`config.mk`:
```
export PLATFORM = sky130hd
export DESIGN_NAME = player_move
export DESIGN_NICKNAME = d
export VERILOG_FILES = /design/src/rtl/player_move.sv
export SDC_FILE = /design/constraint.sdc
export NUM_CORES = 1
export LEC_CHECK = 0
export ABC_CLOCK_PERIOD_IN_PS = 13100
export CAP_MARGIN = 5
export CORE_MARGIN = 1
export CORE_UTILIZATION = 30
export CTS_CLUSTER_DIAMETER = 100
export DETAILED_ROUTE_END_ITERATION = 8
export PLACE_DENSITY = 0.58
export SLEW_MARGIN = 30
export SYNTH_ARGS = -nofsm -noshare
export SYNTH_HDL_FRONTEND = slang
export SYNTH_SLANG_ARGS = --single-unit
```
`constraint.sdc`:
```
create_clock -name clk -period 13.1 [get_ports clk]
set_clock_uncertainty 0.2 [all_clocks]
set_input_delay 1.31 -clock clk [delete_from_list [all_inputs] [get_ports clk]]
set_output_delay 1.31 -clock clk [all_outputs]
set_load 0.01 [all_outputs]
```
`src/rtl/player_move.sv`:
```
// player_move: per-stage player position controller; probes four box corners in the maze map before committing a move.
module player_move #(
  parameter int PLAYER_SIZE = 4,
  parameter int STEP = 1,
  parameter int START_X = 5,
  parameter int START_Y = 5,
  parameter int EXIT_X = 200
) (
  input  logic       clk,
  input  logic       rst_n,
  input  logic [3:0] state,
  input  logic       move_tick,
  input  logic       key_up,
  input  logic       key_down,
  input  logic       key_left,
  input  logic       key_right,
  output logic       map_req,
  output logic [5:0] map_row,
  output logic [5:0] map_col,
  input  logic       map_wall,
  output logic [7:0] player_x,
  output logic [7:0] player_y,
  output logic       busy,
  output logic       blocked,
  output logic       goal
);
  typedef enum logic [3:0] {
    IDLE, PROBE0, WAIT0, PROBE1, WAIT1, PROBE2, WAIT2, PROBE3, WAIT3, COMMIT
  } fsm_t;
  fsm_t fsm, fsm_nx;
  logic [3:0] prev_state;
  logic [7:0] cand_x, cand_y, px, py;
  logic [9:0] x10, y10, step, nx, ny;
  logic [1:0] k;
  logic stage, entry, any_key, oob, blk_nx, goal_nx;
  // exact for 0..204: v*205/1024 never drifts past the next multiple of 5
  function automatic logic [5:0] div5(input logic [7:0] v);
    return 6'((16'(v) * 16'd205) >> 10);
  endfunction
  assign stage = state == 4'd2 || state == 4'd4 || state == 4'd6;
  assign entry = stage && state != prev_state;
  assign any_key = key_up || key_down || key_left || key_right;
  assign step = 10'(STEP);
  assign x10 = {2'b0, player_x};
  assign y10 = {2'b0, player_y};
  assign nx = (key_up || key_down || !key_left && !key_right) ? x10 : key_left ? x10 - step : x10 + step;
  assign ny = key_up ? y10 - step : key_down ? y10 + step : y10;
  assign oob = nx[9] || ny[9] || nx + 10'(PLAYER_SIZE - 1) > 10'd204 || ny + 10'(PLAYER_SIZE - 1) > 10'd204;
  assign busy = fsm != IDLE;
  assign map_req = fsm inside {PROBE0, PROBE1, PROBE2, PROBE3};
  assign k = {fsm inside {PROBE2, PROBE3}, fsm inside {PROBE1, PROBE3}};
  assign px = cand_x + (k[0] ? 8'(PLAYER_SIZE - 1) : 8'd0);
  assign py = cand_y + (k[1] ? 8'(PLAYER_SIZE - 1) : 8'd0);
  assign map_col = map_req ? div5(px) : 6'd0;
  assign map_row = map_req ? div5(py) : 6'd0;
  always_comb begin
    fsm_nx = fsm;
    blk_nx = 1'b0;
    goal_nx = 1'b0;
    if (!stage || entry) fsm_nx = IDLE;
    else
      unique case (fsm)
        IDLE: begin
          fsm_nx = (move_tick && any_key && !oob) ? PROBE0 : IDLE;
          blk_nx = move_tick && any_key && oob;
        end
        WAIT0, WAIT1, WAIT2, WAIT3: begin
          fsm_nx = map_wall ? IDLE : fsm_t'(fsm + 4'd1);
          blk_nx = map_wall;
        end
        COMMIT: begin
          fsm_nx = IDLE;
          goal_nx = {1'b0, cand_x} + 9'(PLAYER_SIZE - 1) >= 9'(EXIT_X);
        end
        default: fsm_nx = fsm_t'(fsm + 4'd1);
      endcase
  end
  always_ff @(posedge clk or negedge rst_n)
    if (!rst_n) begin
      fsm <= IDLE;
      prev_state <= 4'd0;
      player_x <= 8'(START_X);
      player_y <= 8'(START_Y);
      cand_x <= 8'd0;
      cand_y <= 8'd0;
      blocked <= 1'b0;
      goal <= 1'b0;
    end else begin
      fsm <= fsm_nx;
      prev_state <= state;
      blocked <= blk_nx;
      goal <= goal_nx;
      if (entry) begin
        player_x <= 8'(START_X);
        player_y <= 8'(START_Y);
      end else if (fsm == COMMIT && stage) begin
        player_x <= cand_x;
        player_y <= cand_y;
      end
      if (fsm == IDLE && fsm_nx == PROBE0) begin
        cand_x <= nx[7:0];
        cand_y <= ny[7:0];
      end
    end
endmodule

```
Yosys cells after proc, flatten, opt, wreduce, memory -nomap -nowiden

Cells that the tools add are included.

Register bits: 42
Output and inout port bits: 32
Input port bits: 12
Word-level logic and storage cells: 85
Memories kept: 0
Memory bits (read-only): 0
Bits in writable memories: 0
Bits in latches: 0

Equal/unequal tests: 14
Multipliers: 2
Mux-type cells: 20
Reduce and logical (&&, ||, !) cells: 28
Shift-type cells: 0
Magnitude comparators: 3
Bitwise gates (word level): 0
Div/mod/pow operators: 0
Add/sub/neg operators: 10

Operators with widths:

| operator                                                                             | number |
|---|---|
| 8-bit by 8-bit multiplier with 16-bit output (second input constant)                 | 2 |
| 8-bit two-way mux                                                                    | 4 |
| 10-bit two-way mux                                                                   | 3 |
| 4-bit by 3-bit == test with 1-bit output (second input constant)                     | 6 |
| 10-bit by 2-bit adder with 10-bit output (second input constant)                     | 2 |
| 10-bit by 8-bit greater-than comparator with 1-bit output (second input constant)    | 2 |
| 8-bit by 1-bit adder with 9-bit output (second input constant)                       | 2 |
| 8-bit by 1-bit subtractor with 9-bit output (second input constant)                  | 2 |
| 8-bit by 2-bit adder with 8-bit output                                               | 2 |
| 4-bit by 2-bit == test with 1-bit output (second input constant)                     | 3 |
| 6-bit two-way mux                                                                    | 2 |
| 4-bit case mux with 3 select lines                                                   | 1 |
| 1-bit logical OR                                                                     | 10 |
| 8-bit by 2-bit adder with 9-bit output (second input constant)                       | 1 |
| 9-bit by 8-bit greater-or-equal comparator with 1-bit output (second input constant) | 1 |
| 9-bit two-way mux                                                                    | 1 |
| 4-bit by 1-bit == test with 1-bit output (second input constant)                     | 2 |
| 4-bit == test (second input constant)                                                | 2 |
| 4-bit two-way mux                                                                    | 2 |
| 4-bit nonzero test                                                                   | 2 |
| 1-bit logical AND                                                                    | 7 |
| 2-bit nonzero test                                                                   | 3 |
| 4-bit by 1-bit adder with 4-bit output (second input constant)                       | 1 |
| 1-bit logical NOT                                                                    | 4 |
| other kinds (6)                                                                      | 10 |

Depth between registers and ports, before layout

Depth in word-level cells: 15
Mapped depth: 27
Gate-level depth less buffers: 27

Worst setup path before layout

Ideal clock, no wire load.

Path type: reg2out
From: register fsm[0]
To: output port map_row[5]
Stages on the path, launching flop included: 27
Buffers on the path: 0
Setup slack: 6.122 ns
Arrival: 5.468 ns
Required time: 11.590 ns
Path through: dfrtp_1 -> ha_1 -> nor2_1 -> or2_2 -> inv_1 -> and2_1 -> ha_1 -> fa_1 -> nand2_1 -> nor2_1 -> xnor2_1 -> ha_1 -> inv_1 -> fa_1 -> inv_1 -> fa_1 -> inv_1 -> fa_1 -> inv_1 -> ha_1 -> o21ai_0 -> o21ai_0 -> a21oi_1 -> o21ai_0 -> a31oi_1 -> xnor2_1 -> nor2_1

Elaborated cells on any way between the ends: 10
Those cells by class: add/sub (1); mul (1); eq/ne (4); mux (2); reduce/logical (2)

RTL lines:

| element                                                          | line | source |
|---|---|---|
| from (decl)                                                      | 30   | `fsm_t fsm, fsm_nx;` |
| from (signal assigned)                                           | 89   | `fsm <= fsm_nx;` |
| 4-bit by 1-bit == test with 1-bit output (tied with other cells) | 50   | `assign map_req = fsm inside {PROBE0, PROBE1, PROBE2, PROBE3};` |
| 4-bit nonzero test (*)                                           | 50   |  |
| named net map_req                                                | 17   | `output logic map_req,` |
| 6-bit two-way mux (*)                                            | 55   | `assign map_row = map_req ? div5(py) : 6'd0;` |
| to (decl)                                                        | 18   | `output logic [5:0] map_row,` |

Mark *: on every way through the listed nets, which the timed path passes. The rest lies on a longest branch.

Worst setup path in the final report

From: register fsm[1]
To: output port map_row[5]

Cells in the longest elaborated chain, start to end: 6
Elaborated cells on any way between the ends: 10
Those cells by class: add/sub (1); mul (1); eq/ne (4); mux (2); reduce/logical (2)

RTL lines:

| element                                      | line   | source |
|---|---|---|
| 4-bit by 3-bit == test with 1-bit output     | 50, 51 |  |
| 2-bit nonzero test                           | 51     | `assign k = {fsm inside {PROBE2, PROBE3}, fsm inside {PROBE1, PROBE3}};` |
| 2-bit two-way mux                            | 53     | `assign py = cand_y + (k[1] ? 8'(PLAYER_SIZE - 1) : 8'd0);` |
| 8-bit by 2-bit adder with 8-bit output       | 53     |  |
| 8-bit by 8-bit multiplier with 16-bit output | 38     | `return 6'((16'(v) * 16'd205) >> 10);` |
| 6-bit two-way mux (*)                        | 55     |  |

Mark *: on every way between the ends. The rest lies on a longest branch, timed or not.

==> summary.txt <==
STA
  – Post-route setup slack: 4.73 ns
  – Period minus WS final: 8.37 ns
  – Hold Vio Cnt, Final: 0
  – Rel. slew slack: 45.5%
  – Fin crit share: 63.9%
  – Final hold slack: 0.322 ns
  – Max Slew Vio Count: 0
  – # setup viols final: 0
  – Actual slew at the worst max-slew pin: 0.811 ns
  – RSZ-0062 raised after global routing: no
  – Fmax: 120 MHz
  – Final setup TNS: 0 ns

Placed design
  – DP HPWL: 8.74 mm
  – Routability congestion estimate: 0.840
  – Post-DP Area: 5530 um2
  – Port Buf Inserts: 43
  – Pre-CTS WS: 5.03 ns
  – Dpl cells: 762

Critical path
  – Data required time at the worst endpoint: 11.59 ns
  – CP Launch Type: register
  – Worst EP arrival: 6.86 ns
  – Critical Path End Type: primary output
  – Critical Path Fanout Max: 13
  – Crit path kind: register to primary output

Synth
  – Synthesized flop and latch total: 42
  – Ranking of synthesized cells by area: ha_1 24%, dfrtp_1 19%, fa_1 9.8%
  – Post-synthesis sequential area ratio: 21.6%
  – Share of the synthesized area in the top cell type: 24.0%
  – Synth Flop Type: dfrtp_1
  – Synth Net Count: 645
  – Mapped cell area: 4890 um2
  – Yosys cell types: 60
  – Mapped Cells: 515
  – Top cell type by total area after synthesis: ha_1
  – Mean Syn Cell Area: 9.50 um2
  – Fraction of registers with async set/reset: 100%
  – Ys Warns: 0
  – EDFF count, synth: 0

Pwr
  – Clock power share: 35.9%
  – Pwr/cell area: 61.7 nW/um2
  – Leakage power: 3.01 nW
  – Switching pwr: 0.105 mW
  – Switching Share: 29.9%
  – Combinational Power Share: 24.5%
  – Max rail drop VDD: 0.0450 mV
  – Reg power frac: 39.6%
  – Internal power: 0.246 mW

Die
  – Core Box Area: 15,900 um2
  – Die width: 130 um
  – Io pins: 44
  – DIE HEIGHT: 130 um
  – Die area: 16,800 um2
  – FP Rows: 46
  – Starting Density: 30.8%

Routing
  – Via density: 4.79
  – WL final: 10.6 mm
  – DRT Pass-1 Iters: 4
  – First-iteration detailed-routing DRC count: 253
  – DRC viols: 0
  – Wire per inst: 13.8 um
  – Final ANT Viol Nets: 0
  – Detailed-route via count: 3,686

Finish
  – NumNets Final: 683
  – Commonest non-fill, non-tap cell in the layout: ha_1
  – Cell area after layout: 5680 um2
  – Diodes inserted: 0
  – Area Growth Syn to Fin: 16.1%
  – Most frequent cells in the layout: 94 x ha_1, 75 x inv_1, 42 x clkdlybuf4s50_1
  – Layout Cells excl Fill: 770
  – Fraction of layout cells with a size suffix above 1: 6.50%

Clocking
  – Post_cts resized: 0
  – CTS H-tree depth: 2
  – Root buffer cell: clkbuf_16
  – CTS sink count: 42
  – Post-CTS Setup Bufs: 0
  – CTS tree: yes
  – Clock-pin slew on the worst setup and hold paths: 0.06 ns
  – Clk buf depth: 2
  – Clock latency on the worst-skew pair: 0.28 ns
  – CTS hold repair buffers: 0
  – Cts bufs inserted: 5

Flow run
  – Maxcap violations: 0

Global routing
  – Initial antenna violation count: 0
  – Vias in the first global route: 3,843
  – Grt total ovfl: 0
  – GRT Overall Usage: 13.5%
  – Largest net degree at the start of global routing: 43
  – First-pass GRT wire length: 18.4 mm

Hold path
  – Hold Crit Class: register to register

Outcome
  – Status: complete, no violations
==> layer usage <==
metal / routed length (um) / vias up / GRT usage [%]
met5: 0 / - / 0
met4: 76 / 0 / 2.39
met3: 371 / 7 / 1.89
met2: 4940 / 58 / 22.6
met1: 5240 / 1772 / 18.7
li1: - / 1849 / -
==> critical path, stage by stage, from the launching register on <==
cell             delay (ns)
dfrtp_1                0.41
inv_1                  0.09
ha_1                   0.17
nor2_1                 0.04
or2_2                  0.40
inv_1                  0.12
and2_1                 0.21
ha_1                   0.26
a21o_1                 0.17
nand2_1                0.11
nor2_1                 0.07
xor2_1                 0.30
ha_1                   0.33
ha_1                   0.30
inv_1                  0.06
fa_1                   0.53
inv_1                  0.05
fa_1                   0.47
ha_1                   0.21
a2111oi_0              0.57
o21ai_0                0.23
a21oi_1                0.30
o21ai_0                0.22
a31oi_1                0.24
xnor2_1                0.09
nor2_1                 0.08
clkdlybuf4s50_1        0.54
==> cells by family (layout without fill, tap and decap cells) <==
logic type | Yosys count | after routing | synth area share (%)
buffers and inverters | 90 | 129 | 7.31
AND/OR/NAND/NOR | 117 | 117 | 12.1
flip-flops | 42 | 42 | 21.6
multiplexers | 17 | 17 | 4.45
AO/OA/AOI/OAI | 85 | 85 | 12.4
XOR/XNOR | 46 | 46 | 8.23
adder cells (fa/ha/maj) | 118 | 118 | 33.8
==> power by group through the flow <==
| stage | Combinational, mW | Clock, mW | Sequential [mW] |
|---|---|---|---|
| 2_1_floorplan | 0.0631 | 0 | 0.139 |
| 3_3_place_gp | 0.0841 | 0 | 0.141 |
| 3_5_place_dp | 0.0871 | 0 | 0.141 |
| 4_1_cts | 0.0881 | 0.129 | 0.139 |
| 5_1_grt | 0.104 | 0.133 | 0.140 |
| 6_report | 0.0858 | 0.126 | 0.139 |
==> area by class of cell <==
type	count	area, um2
clock buffers	7	143
clock inverters	1	5.00
fillers	1639	10200
inverters	76	285
multi-input cells	383	3480
flip-flops and latches	42	1060
well taps	216	270
repair buffers	45	443
==> flip-flops by register name, summed over array words and instances, names as in the netlist <==
signal      count
player_y        8
prev_state      4
cand_x          8
fsm             4
player_x        8
blocked         1
goal            1
cand_y          8
==> worst paths after layout <==
kind / start / to / slack, ns / cells past startpoint
hold reg to reg: player_y[2] / player_y[2] / 0.32 / 2
setup reg to reg: player_x[2] / cand_x[7] / 9.90 / 8
setup / recovery: fsm[1] / map_row[5] / 4.73 / 26
hold / removal: player_y[2] / player_y[2] / 0.32 / 2
max in group asynchronous: rst_n / player_y[1] / 11.50 / 1
min in group asynchronous: rst_n / cand_x[0] / 0.82 / 1
==> cells in the mapped netlist (all sizes together) (3+ instances only) <==
cell and count:
a22o 9, clkbuf 10, dfstp 4, or4 4
nand4b 3, o21ai 16, o21a 7, a21o 5
mux2 14, nand3 13, xor2 24, a21oi 19
a31oi 5, nor3 12, nor2 37, nand2 22
xnor2 22, o21bai 3, fa 24, dfrtp 38
a211oi 7, ha 94, buf 4, mux2i 3
and2 4, nand2b 4, inv 76
==> through the flow <==
step           power, mW  utilization (%)
3_5_place_dp       0.228             34.8
6_report           0.351             35.8
3_3_place_gp       0.225             34.8
2_1_floorplan      0.202                -
4_1_cts            0.356             35.8
5_1_grt            0.377             35.8
(Power assumes the default switching activity.)
